--- src/rtl/ppu_mode_sched.sv ---
// PPU dot scheduler: LX/LY counters, mode sequencing (OAM/XFER/HBLANK/VBLANK),
// CPU access locks, LY==LYC compare and edge-triggered STAT/VBLANK requests.
module ppu_mode_sched #(
  parameter int DOTS_PER_LINE = 456,
  parameter int LINES         = 154,
  parameter int VISIBLE_LINES = 144,
  parameter int OAM_DOTS      = 80,
  parameter int MODE3_MAX     = 289
) (
  input  logic       clk,
  input  logic       rst_n,
  input  logic       lcd_ena,
  input  logic [7:0] lyc,
  input  logic [3:0] stat_sel,
  input  logic       pix_done,
  output logic [8:0] lx,
  output logic [7:0] ly,
  output logic [1:0] mode,
  output logic       lyc_eq,
  output logic       xfer_start,
  output logic       vram_lock,
  output logic       oam_lock,
  output logic       stat_irq,
  output logic       vblank_irq
);

  typedef enum logic [1:0] {
    MODE_HBLANK = 2'd0,
    MODE_VBLANK = 2'd1,
    MODE_OAM    = 2'd2,
    MODE_XFER   = 2'd3
  } mode_e;

  localparam logic [8:0] LX_LAST   = 9'(DOTS_PER_LINE - 1);
  localparam logic [7:0] LY_LAST   = 8'(LINES - 1);
  localparam logic [7:0] LY_VBLANK = 8'(VISIBLE_LINES);
  localparam logic [8:0] LX_XFER   = 9'(OAM_DOTS);
  localparam logic [8:0] XFER_LAST = 9'(MODE3_MAX - 1);

  mode_e      mode_q, mode_d;
  logic [8:0] lx_q, lx_d;
  logic [7:0] ly_q, ly_d;
  logic [8:0] xfer_cnt_q, xfer_cnt_d;
  logic       lcd_on_q, lcd_on_d;
  logic       stat_prev_q, stat_prev_d;
  logic       stat_irq_q, stat_irq_d;
  logic       vblank_irq_q, vblank_irq_d;
  logic       xfer_start_q, xfer_start_d;
  logic       stat_line;

  always_ff @(posedge clk or negedge rst_n) begin
    if (!rst_n) begin
      lx_q         <= '0;
      ly_q         <= '0;
      mode_q       <= MODE_HBLANK;
      xfer_cnt_q   <= '0;
      lcd_on_q     <= 1'b0;
      stat_prev_q  <= 1'b0;
      stat_irq_q   <= 1'b0;
      vblank_irq_q <= 1'b0;
      xfer_start_q <= 1'b0;
    end else begin
      lx_q         <= lx_d;
      ly_q         <= ly_d;
      mode_q       <= mode_d;
      xfer_cnt_q   <= xfer_cnt_d;
      lcd_on_q     <= lcd_on_d;
      stat_prev_q  <= stat_prev_d;
      stat_irq_q   <= stat_irq_d;
      vblank_irq_q <= vblank_irq_d;
      xfer_start_q <= xfer_start_d;
    end
  end

  // Counters and mode advance together; dropping lcd_ena wins over everything.
  always_comb begin
    lx_d         = lx_q;
    ly_d         = ly_q;
    mode_d       = mode_q;
    xfer_cnt_d   = xfer_cnt_q;
    lcd_on_d     = lcd_on_q;
    stat_prev_d  = stat_line;
    stat_irq_d   = stat_line & ~stat_prev_q;
    vblank_irq_d = 1'b0;
    xfer_start_d = 1'b0;

    if (!lcd_ena) begin
      lx_d        = '0;
      ly_d        = '0;
      mode_d      = MODE_HBLANK;
      xfer_cnt_d  = '0;
      lcd_on_d    = 1'b0;
      stat_prev_d = 1'b0;
      stat_irq_d  = 1'b0;
    end else if (!lcd_on_q) begin
      lcd_on_d = 1'b1;
      lx_d     = '0;
      ly_d     = '0;
      mode_d   = MODE_OAM;
    end else if (lx_q == LX_LAST) begin
      lx_d = '0;
      ly_d = (ly_q == LY_LAST) ? 8'd0 : ly_q + 8'd1;
      if (ly_d < LY_VBLANK) begin
        mode_d = MODE_OAM;
      end else if (ly_d == LY_VBLANK) begin
        mode_d       = MODE_VBLANK;
        vblank_irq_d = 1'b1;
      end
    end else begin
      lx_d = lx_q + 9'd1;
      case (mode_q)
        MODE_OAM: begin
          if (lx_d == LX_XFER) begin
            mode_d       = MODE_XFER;
            xfer_cnt_d   = '0;
            xfer_start_d = 1'b1;
          end
        end
        // Transfer ends on pipeline completion or after the fixed timeout.
        MODE_XFER: begin
          if (pix_done || (xfer_cnt_q == XFER_LAST)) begin
            mode_d = MODE_HBLANK;
          end else begin
            xfer_cnt_d = xfer_cnt_q + 9'd1;
          end
        end
        default: ;
      endcase
    end
  end

  always_comb begin
    lyc_eq    = (ly_q == lyc);
    vram_lock = (mode_q == MODE_XFER);
    oam_lock  = (mode_q == MODE_OAM) || (mode_q == MODE_XFER);
    stat_line = lcd_on_q & ((stat_sel[0] & (mode_q == MODE_HBLANK)) |
                            (stat_sel[1] & (mode_q == MODE_VBLANK)) |
                            (stat_sel[2] & (mode_q == MODE_OAM))    |
                            (stat_sel[3] & lyc_eq));
  end

  assign lx         = lx_q;
  assign ly         = ly_q;
  assign mode       = mode_q;
  assign xfer_start = xfer_start_q;
  assign stat_irq   = stat_irq_q;
  assign vblank_irq = vblank_irq_q;

endmodule

--- config.mk ---
export PLATFORM = sky130hd
export DESIGN_NAME = ppu_mode_sched
export DESIGN_NICKNAME = d
export VERILOG_FILES = /design/src/rtl/ppu_mode_sched.sv
export SDC_FILE = /design/constraint.sdc
export NUM_CORES = 1
export LEC_CHECK = 0
export BUFFER_PORTS_ARGS = -buffer_cell sky130_fd_sc_hd__buf_2
export CAP_MARGIN = 20
export CORE_AREA = 2 2 77 79
export DETAILED_ROUTE_END_ITERATION = 8
export DIE_AREA = 0 0 79 81
export HOLD_SLACK_MARGIN = 0.08
export SYNTH_ARGS = -nofsm -noshare
export SYNTH_HDL_FRONTEND = slang
export SYNTH_SLANG_ARGS = --single-unit
--- constraint.sdc ---
create_clock -name clk -period 3.62 [get_ports clk]
set_clock_uncertainty 0.15 [all_clocks]
set_input_delay 0 -clock clk [delete_from_list [all_inputs] [get_ports clk]]
set_output_delay 0 -clock clk [all_outputs]
set_load 0.005 [all_outputs]
# Word level (Yosys, flattened, before mapping)

Cells that the tools add are included.

Bits in writable memories: 0
Memories kept: 0
Bits in latches: 0
Output and inout port bits: 25
ROM bits: 0
Word-level logic and storage cells: 81
Register bits after elaboration: 33
Input port bits: 16

Multiplexer cells: 34
Divide/modulo/power cells: 0
Multipliers: 0
Add/sub/neg operators: 3
Equal/unequal tests: 19
Shift operators: 0
Order comparisons: 1
Bitwise gates (word level): 10
Reductions and logical operators: 5

Operators by type and width:

| cell                  | number |
|---|---|
| $mux W9               | 8 |
| $mux W8               | 4 |
| $add A9 B1 Y9 const B | 2 |
| $eq A9 B9 Y1 const B  | 2 |
| $pmux W9 S2           | 1 |
| $eq A8 B8 Y1 const B  | 2 |
| $ne A5 B3 Y1 const B  | 3 |
| $mux W2               | 7 |
| $mux W1               | 13 |
| $eq A9 B7 Y1 const B  | 1 |
| $add A8 B1 Y8 const B | 1 |
| $eq A8 B8 Y1          | 1 |
| $lt A8 B8 Y1 const B  | 1 |
| $and A1 B1 Y1         | 6 |
| $ne A3 B3 Y1 const B  | 2 |
| $ne A5 B5 Y1 const B  | 1 |
| $reduce_and A5 Y1     | 1 |
| $eq A2 B2 Y1 const B  | 2 |
| $pmux W2 S2           | 1 |
| $reduce_and A4 Y1     | 1 |
| $ne A3 B1 Y1 const B  | 1 |
| $ne A3 B2 Y1 const B  | 1 |
| $or A1 B1 Y1          | 3 |
| $eq A2 B1 Y1 const B  | 1 |
| 5 further kinds       | 6 |

# Logic depth before layout (Yosys ltp)

Gate-level depths: netlist of the first run.

Depth after elaboration: 8
Gate-level depth with buffers: 10
Depth with buffers taken out: 8

# Worst setup path after synthesis of the first run

OpenSTA, ideal clock, no wires.

Path type: register to register
Start point: register ly_q[1] (netlist: ly[1])
End point: register mode_q[1] (netlist: mode[1])
Library setup time: 0.121 ns
Arrival: 1.935 ns
Path buffers: 0
Slack: 1.414 ns
Cell stages (with the launch flop): 8
Clock period less this slack: 2.206 ns
Cells stage by stage: dfrtp_1 ha_1 and3_1 and3_1 o21ai_1 nand3_1 o31a_1 a22o_1

Word-level cells in the longest chain between the ends: 7
Elaborated cells between the ends (all ways): 11

RTL lines:

| what                                                 | RTL line | RTL |
|---|---|---|
| start: declaration                                   | 42       | `logic [7:0] ly_q, ly_d;` |
| start signal: assignment                             | 64       | `ly_q <= ly_d;` |
| $add A8 B1 Y8 / $eq A8 B8 Y1 (equally long branches) | 102      | `ly_d = (ly_q == LY_LAST) ? 8'd0 : ly_q + 8'd1;` |
| $mux W8 *                                            | 102      |  |
| $lt A8 B8 Y1                                         | 103      | `if (ly_d < LY_VBLANK) begin` |
| $mux W2                                              | 103      |  |
| $mux W2                                              | 100      | `end else if (lx_q == LX_LAST) begin` |
| $mux W2                                              | 95       | `end else if (!lcd_on_q) begin` |
| $mux W2                                              | 87       | `if (!lcd_ena) begin` |
| end signal: assignment                               | 65       | `mode_q <= mode_d;` |
| end: declaration                                     | 40       | `mode_e mode_q, mode_d;` |

Mark *: on every way between the ends. The rest lies on a longest branch, timed or not.
A chain may end at the register's enable or synchronous reset.

# Worst setup path after layout of the first run

Start point: register ly_q[4] (netlist: ly[4])
End point: register stat_prev_q

Word-level cells in the longest chain between the ends: 5

RTL lines:

| what                   | RTL line | RTL |
|---|---|---|
| $eq A8 B8 Y1           | 133      | `lyc_eq = (ly_q == lyc);` |
| $and A1 B1 Y1          | 139      | `(stat_sel[3] & lyc_eq));` |
| $or A1 B1 Y1           | 138      | `(stat_sel[2] & (mode_q == MODE_OAM)) \|` |
| $and A1 B1 Y1          | 136      | `stat_line = lcd_on_q & ((stat_sel[0] & (mode_q == MODE_HBLANK)) \|` |
| $mux W1                | 87       |  |
| net stat_prev_d        | 45       | `logic stat_prev_q, stat_prev_d;` |
| end signal: assignment | 68       | `stat_prev_q <= stat_prev_d;` |
| end: declaration       | 45       |  |

The timed path passes the listed nets, and every way through them passes these cells.

==> results of run 1 <==
==> sequential cells by signal, summed over array words and instances (netlist names) <==
signal       flops
stat_prev_q      1
mode             2
xfer_start       1
ly               8
vblank_irq       1
xfer_cnt_q       9
lx               9
lcd_on_q         1
stat_irq         1
==> critical path, stage by stage (launching register included) <==
cell	delay [ns]
dfrtp_1	0.59
xnor2_1	0.17
nand4_1	0.11
nor2_1	0.15
nand2_1	0.06
dlygate4sd3_1	0.57
a21oi_1	0.18
dlygate4sd3_1	0.57
==> routing by layer <==
| metal | vias to the layer above | track usage (%) |
|---|---|---|
| li1 | 937 | - |
| met1 | 894 | 21.6 |
| met2 | 35 | 26.3 |
| met3 | 7 | 4.11 |
| met4 | 0 | 5.86 |
| met5 | - | 0 |
==> per-stage QoR <==
stage | hold slack, ns | power, mW | setup WS, ns | area (µm²)
floorplan | -0.446 | 0.432 | 1.41 | 2160
global placement | -0.0288 | 0.464 | 1.28 | 2390
detailed placement | -0.0176 | 0.466 | 1.24 | 2390
CTS | 0.147 | 0.742 | 0.954 | 2530
global route | 0.170 | 0.772 | 0.791 | 2530
finish | 0.116 | 0.730 | 1.00 | 2530
==> worst paths after layout <==
kind	end	slack (ns)	cells after the start
min in group asynchronous	lx[7]	0.17	2
setup / recovery	stat_prev_q	1.00	7
hold reg to reg	stat_irq	0.24	1
max in group asynchronous	ly[1]	2.67	2
setup reg to reg	stat_prev_q	1.00	7
hold / removal	stat_irq	0.12	4
==> power breakdown <==
part | leakage, nW | internal (mW) | total (mW) | switching, mW
Clock | 0.0450 | 0.133 | 0.268 | 0.135
Sequential | 0.452 | 0.377 | 0.389 | 0.0118
Combinational | 0.658 | 0.0315 | 0.0726 | 0.0412
==> what timing repair did <==
item,4_1_cts,5_1_grt
hold buffers,6,0
buffers inserted,0,0
endpoints found under the hold margin,47,0
==> synthesized netlist by cell type (2+ instances only) <==
cell type	number
a21oi_1	8
a31oi_1	4
and2_1	8
and3_1	8
and4b_1	3
buf_2	5
buf_4	3
clkbuf_1	2
dfrtp_1	33
ha_1	5
inv_1	14
mux2i_1	2
nand2_1	27
nand2b_1	3
nand3_1	10
nand3b_1	2
nand4_1	7
nor2_1	20
nor2b_1	2
nor3_1	5
o21ai_0	7
o21ai_1	13
o22ai_1	4
xnor2_1	15
xor2_1	5
==> area by class of cell <==
cell class              count  share of cell area (%)
inverters                  14                    2.08
clock buffers               6                    2.87
repair buffers             46                    10.3
well taps                  75                    3.71
multi-input cells         183                    48.0
flip-flops and latches     33                    32.6
clock inverters             2                   0.395
==> cell families after synthesis <==
group	synth area share, %
adders and majority gates	2.90
muxes	0.926
xor gates and xnor gates	8.11
AOI/OAI and AO/OA	16.1
DFF	38.2
buffers and inverters	5.50
and+or+nand+nor	28.3
==> metrics.cfg, run 1 <==
[placement]
place_congestion=0.836
hpwlAfterDp_mm=3.55
dp.cells=345
port_buffers=40

[cts]
insertion_delay_ns=0.28
cts_max_level=2
clockBufferDepth=2
cts_resized=0
cts_root_buffer=clkbuf_8
numCtsBuffers=5
cts.sinks=33
cts_tree=yes
clk_pin_slew_ns=0.07

[routing]
highest_layer=met4
first_pass_iters=5
vias=1873
m1WireLength_mm=2.36
wirelength_mm=5.01
wl_met2_mm=2.39
drc=0
wl_met3_um=186
ant_nets=0
avgViaCountPerCell=5.22
drt_iter0_markers=116
wl_per_cell_um=13.9

[power_and_ir_drop]
vdd_ir_drop_max_v=0.000109
cellLeakagePower_nw=1.16
p_per_area_nw_per_um2=288

[global_route]
grt_max_degree=34
grt_pass1_vias=1773
globalRouteOverflowTotal=0
grt_pass1_wl_mm=8.34
antenna_found_initial=0
track_usage_pct=16.4

[critical_path]
crit_fanout=12
critPathRequiredTime_ns=3.69
arrival_ns=2.69
path_class=flop to flop
cp-start-kind=flop
worstReg2RegStart=ly[4]
worst_setup_path_end_kind=flop
startpoint=ly[4]

[layout]
multi_input_area_um2=1220
post-route-util_pct=44.6
final_common_cell=buf_2
nets=304
drive_gt1_share_pct=21.5
syn2layout_area_growth_pct=17.1
n_antenna_cell=0
nFillCells=575
finalNonFillerCells=359
seqCellArea_um2=826
final_cell_mix=buf_2, dfrtp_1, nand2_1

[timing]
slew_violations=0
worstMarginPinSlew_ns=0.751
layout_min_cycle_time_ns=2.62
min_period_over_period_pct=72.4
slew_headroom_pct=49.9
tns_ns=0
fmax_mhz=382
hold_violations=0
rsz0062_at_grt=false
finalSetupViolCount=0

[yosys]
synth_top_area_share_pct=38.2
ys_ff_latch=33
synth_seq_area_share_pct=38.2
netlist_area_um2=2160
post-synth-top-area-cell=dfrtp_1
yosys_most_used_dff=dfrtp_1
yosys.cell_types.count=51
avgSynthCellArea_um2=8.97
synth_edf_count=0
syn_inst=241
yosys_warnings=0
synthesis.nets=262
synth_area_leaders=dfrtp_1, xnor2_1, nand2_1
synthArstFlopShare_pct=100

[floorplan]
rows=28
dieWidth_um=79
core_um2=5680
start_util_pct=38.1
die_h_um=81
pin_count=41
die-area_um2=6400

[hold_path]
min_from=stat_sel[2]
hold_class=input pin to flop

[flow_run]
cap_violations=0

[status]
status=completed

No activity file was read; power rests on OpenSTA's default activity.
==> run 2, diff against run 1 <==
clock period = 2.2 ns   (was 3.62 ns; I/O delays follow)
==> metrics.cfg, run 2 (synthesis results as in run 1) <==
[placement]
dp_slack_ns=0.0193  ; -1.22 ns
hpwlAfterDp_mm=3.81  ; +7.2%
placed_area_um2=2580  ; +8.0%
place_congestion=0.841  ; +0.68%
port_buffers=40  ; unchanged

[global_route]
antenna_found_initial=0  ; unchanged
grt_pass1_vias=1735  ; -2.1%
track_usage_pct=17.4  ; +1.0 points
globalRouteOverflowTotal=0  ; unchanged
grt_max_degree=34  ; unchanged
grt_pass1_wl_mm=8.75  ; +4.9%

[power_and_ir_drop]
p_switching_mw=0.326  ; +73%
p_comb_share_pct=10.0  ; about the same
cellLeakagePower_nw=1.31  ; +13%
sw_frac_of_total_pct=23.6  ; -2.1 points
p_int_mw=1.05  ; +94%
p_clk_share_pct=43.7  ; +7.0 points
p_per_area_nw_per_um2=495  ; +72%
vdd_ir_drop_max_v=0.000330  ; +200%
p_seq_share_pct=46.4  ; -6.9 points

[timing]
tns_ns=0  ; unchanged
setup_ws_ns=0.0919  ; -0.909 ns
layout_min_cycle_time_ns=2.11  ; -0.511 ns
slew_headroom_pct=49.4  ; -0.56 points
hold_slack_ns=0.0810  ; -0.0351 ns
min_period_over_period_pct=95.8  ; +23 points
rsz0062_at_grt=false
slew_violations=0  ; unchanged
worstMarginPinSlew_ns=0.759  ; +0.00833 ns
hold_violations=0  ; unchanged
fmax_mhz=474  ; +24%
finalSetupViolCount=0  ; unchanged

[routing]
highest_layer=met4
first_pass_iters=4  ; -1
drc=0  ; unchanged
ant_nets=0  ; unchanged
vias=1994  ; +6.5%
wirelength_mm=5.34  ; +6.7%
m1WireLength_mm=2.57  ; +8.5%
avgViaCountPerCell=5.17  ; -0.99%
drt_iter0_markers=124  ; +6.9%
wl_per_cell_um=13.8  ; -0.75%
wl_met3_um=234  ; +26%
wl_met2_mm=2.47  ; +3.4%

[critical_path]
worst_setup_path_end_kind=flop
critPathRequiredTime_ns=2.23  ; -1.46 ns
cp-start-kind=flop
arrival_ns=2.14  ; -0.55 ns
crit_fanout=6  ; -6
slowest_delay_ns=0.43  ; -0.16 ns
worst-path-buf-inv=0  ; -2
path_class=flop to flop
crit_top_cell=and3_1
slowest_stage=dfrtp_1
path_cells=ha_1, and3_1, and3_1, o21ai_2, nand3_1, o31a_1, a22o_1
cp_top_family=compound AO/OA/AOI/OAI gates

[cts]
clockBufferDepth=2  ; unchanged
cts_root_buffer=clkbuf_8
cts.sinks=33  ; unchanged
cts_max_level=2  ; unchanged
cts_tree=yes
numCtsBuffers=5  ; unchanged
insertion_delay_ns=0.29  ; about the same
clk_pin_slew_ns=0.07  ; about the same

[layout]
stdcell_area_um2=2780  ; +9.9%
final_common_cell=buf_2
multi_input_area_um2=1240  ; +2.1%
nFillCells=551  ; -4.2%
drive_gt1_share_pct=29.9  ; +8.4 points
final_cell_mix=buf_2, dfrtp_1, nand2_1, buf_4, nor2_1
seqCellArea_um2=826  ; unchanged
nets=331  ; +8.9%
syn2layout_area_growth_pct=28.8
n_antenna_cell=0  ; unchanged
post-route-util_pct=49.0  ; +4.4 points

[floorplan]
start_util_pct=38.1  ; unchanged
dieWidth_um=79  ; unchanged
rows=28  ; unchanged
core_um2=5680  ; unchanged
pin_count=41  ; unchanged
die-area_um2=6400  ; unchanged
die_h_um=81  ; unchanged

[flow_run]
cap_violations=0  ; unchanged

[status]
status=completed

[hold_path]
hold_class=input pin to flop

-- run 2: layout make-up --
type / instances / area share [%]
Multi-Input combinational cell: 184 / 44.6
Tap cell: 75 / 3.37
Sequential cell: 33 / 29.7
Clock buffer: 7 / 3.10
Timing Repair Buffer: 72 / 16.3
Inverter: 14 / 1.89
Clock inverter: 1 / 1.08
-- run 2: layer usage --
metal	track usage [%]	vias up
met4	5.34	0
met3	3.78	5
met5	0	-
li1	-	990
met1	24.1	956
met2	27.4	43
-- run 2: stage by stage --
step           cells  power [mW]
5_1_grt          386        1.45
3_5_place_dp     370       0.780
6_report         386        1.38
2_1_floorplan    241       0.712
4_1_cts          383        1.39
3_3_place_gp     370       0.779
-- run 2: what timing repair did --
item                                    4_1_cts  5_1_grt
buffers inserted                              0        2
hold buffers                                  5        0
hold endpoints to repair                     45        0
endpoints found under the setup margin        0       11
resized for setup                             0        4
-- run 2: power groups by stage --
stage	logic [mW]	registers, mW	clock network (mW)
final	0.138	0.639	0.602
after global routing	0.156	0.641	0.649
after CTS	0.138	0.638	0.615
after detailed placement	0.130	0.650	0
after global placement	0.129	0.650	0
after floorplan	0.0643	0.647	0
-- run 2: worst register-to-register path: cells and delay by family, from the launching register on --
kind / cells / cell delay (ns)
adder cells (fa/ha/maj): 1 / 0.23
flip-flops: 1 / 0.43
AND/OR/NAND/NOR: 3 / 0.52
AO/OA/AOI/OAI: 3 / 0.67
-- run 2: final timing paths --
check	from	end	cells past startpoint	slack [ns]
worst min register to register	stat_prev_q	stat_irq	1	0.24
max in group asynchronous	rst_n	ly[4]	2	1.25
worst max register to register	ly[0]	mode[1]	7	0.09
worst max-delay path	ly[0]	mode[1]	7	0.09
min in group asynchronous	rst_n	lx[7]	2	0.17
worst min-delay path	stat_sel[2]	stat_irq	4	0.08
==> run 3, diff against run 2 <==
--- a/config.mk
+++ b/config.mk
@@ -13,2 +13,3 @@
 export HOLD_SLACK_MARGIN = 0.08
+export RECOVER_POWER = 50
 export SYNTH_ARGS = -nofsm -noshare
--- a/constraint.sdc
+++ b/constraint.sdc
@@ -4,2 +4,2 @@
 set_output_delay 0 -clock clk [all_outputs]
-set_load 0.005 [all_outputs]
+set_load 0.05 [all_outputs]
==> metrics.cfg, run 3 (synthesis results as in run 1) <==
[status]
status=completed

[floorplan]
pin_count=41  ; unchanged
core_um2=5680  ; unchanged
start_util_pct=38.1  ; unchanged
dieWidth_um=79  ; unchanged
die-area_um2=6400  ; unchanged
die_h_um=81  ; unchanged
rows=28  ; unchanged

[cts]
cts.sinks=33  ; unchanged
cts_root_buffer=clkbuf_8
clk_pin_slew_ns=0.07  ; about the same
clockBufferDepth=2  ; unchanged
insertion_delay_ns=0.29  ; about the same
cts_tree=yes
numCtsBuffers=5  ; unchanged
cts_max_level=2  ; unchanged

[critical_path]
critPathRequiredTime_ns=2.22  ; about the same
r2r_setup_slack_ns=0.08  ; about the same
worstReg2RegStart=lx[1]
ff2ff_path_depth=6  ; -1
path_class=flop to flop
crit_fanout=4  ; -2
cp-start-kind=flop
worst_setup_path_end_kind=flop
arrival_ns=2.14  ; about the same
r2r-end=xfer_cnt_q[0]

[routing]
first_pass_iters=4  ; unchanged
vias=1984  ; -0.50%
wl_per_cell_um=14.7  ; +6.2%
drc=0  ; unchanged
ant_nets=0  ; unchanged
wirelength_mm=5.60  ; +4.9%
drt_iter0_markers=105  ; -15%
avgViaCountPerCell=5.21  ; +0.80%

[global_route]
met2_usage_pct=29.2  ; +1.8 points
antenna_found_initial=0  ; unchanged
grt_pass1_vias=1856  ; +7.0%
grtUsageMet1_pct=23.1  ; -1.0 points
busiest_layer=met2
grt_max_degree=34  ; unchanged
track_usage_pct=17.7  ; +0.28 points
met3_usage_pct=3.44  ; -0.33 points
globalRouteOverflowTotal=0  ; unchanged
grt_pass1_wl_mm=8.90  ; +1.7%

[timing]
hold_violations=0  ; unchanged
tns_ns=0  ; unchanged
worstMarginPinSlew_ns=0.833  ; +0.0737 ns
layout_min_cycle_time_ns=2.12  ; +0.0136 ns
finalSetupViolCount=0  ; unchanged
slew_headroom_pct=44.5  ; -4.9 points
slew_violations=0  ; unchanged
min_period_over_period_pct=96.4  ; +0.62 points
fmax_mhz=471  ; -0.64%

[placement]
place_congestion=0.850  ; +0.97%
port_buffers=40  ; unchanged
hpwlAfterDp_mm=3.76  ; -1.2%

[layout]
nets=327  ; -1.2%
final_cell_mix=buf_2, nand2_1, buf_4
n_antenna_cell=0  ; unchanged
drive_gt1_share_pct=33.3  ; +3.4 points
syn2layout_area_growth_pct=28.4
final_common_cell=buf_2
post-route-util_pct=48.9  ; -0.15 points

[power_and_ir_drop]
p_per_area_nw_per_um2=465  ; -6.2%
cellLeakagePower_nw=1.22  ; -7.0%
vdd_ir_drop_max_v=0.000235  ; -29%

[hold_path]
hold_end=stat_irq
hold_class=input pin to flop
min_from=stat_sel[2]
min_path_cells=4  ; unchanged

[flow_run]
cap_violations=0  ; unchanged

==> run 3: changes by cell type in the layout (fill, tap and decap cells not counted), moves of 2 or more <==
cell and delta:
clkbuf_2 +2, dfrtp_1 -12, buf_2 -7, buf_4 -5, clkbuf_1 +6, inv_1 -2, dfrtp_2 +12
==> run 3: metal layers <==
layer	share of wire [%]	wire [µm]	vias up
met5	0	0	-
met4	1.8	102	0
met1	46	2580	952
li1	-	-	980
met3	4.6	257	9
met2	48	2660	43
==> run 3: how the worst max path moves through the flow <==
stage,start,endpoint,slack (ns)
6_report,lx[1],xfer_cnt_q[0],0.08
5_1_grt,ly[2],mode[1],-0.05
4_1_cts,lx[0],xfer_cnt_q[3],0.01
3_5_place_dp,lx[0],xfer_cnt_q[3],0.03
3_3_place_gp,lx[0],xfer_cnt_q[3],0.07
2_1_floorplan,ly[0],mode[1],-0.03
==> run 3: layout make-up <==
class                   instances  area [µm²]
multi-input cells             184        1280
well taps                      75        93.8
inverters                      14        56.3
fillers                       547        2900
clock buffers                   7        86.3
flip-flops and latches         33         841
repair buffers                 68         413
==> run 3: what timing repair did <==
action | in CTS | in global routing
hold buffers | 5 | 0
setup buffers | 0 | 7
gates resized for setup | 0 | 7
endpoints found under the setup margin | 0 | 12
endpoints found under the hold margin | 46 | 0
==> run 3: critical path, stage by stage, from the launching register on <==
cell	delay [ns]
dfrtp_2	0.44
and2_4	0.18
or3b_1	0.36
a221oi_2	0.28
and2_4	0.21
o2111a_1	0.28
o22ai_1	0.09
==> run 3: per-stage QoR <==
| stage | hold WS (ns) | setup slack [ns] | total power [mW] | instances | area (µm²) |
|---|---|---|---|---|---|
| floorplan | -0.446 | -0.0319 | 0.749 | 241 | 2220 |
| global route | 0.136 | -0.0520 | 1.35 | 381 | 2770 |
| detailed placement | -0.0364 | 0.0253 | 0.818 | 361 | 2560 |
| global placement | -0.0393 | 0.0732 | 0.815 | 361 | 2560 |
| finish | 0.0852 | 0.0783 | 1.29 | 381 | 2770 |
| CTS | 0.0982 | 0.0145 | 1.30 | 373 | 2700 |
==> run 3: where the power goes <==
group / switching, mW / total (mW) / internal [mW]
sequential: 0.0152 / 0.637 / 0.621
clock: 0.224 / 0.472 / 0.248
combinational: 0.118 / 0.181 / 0.0631
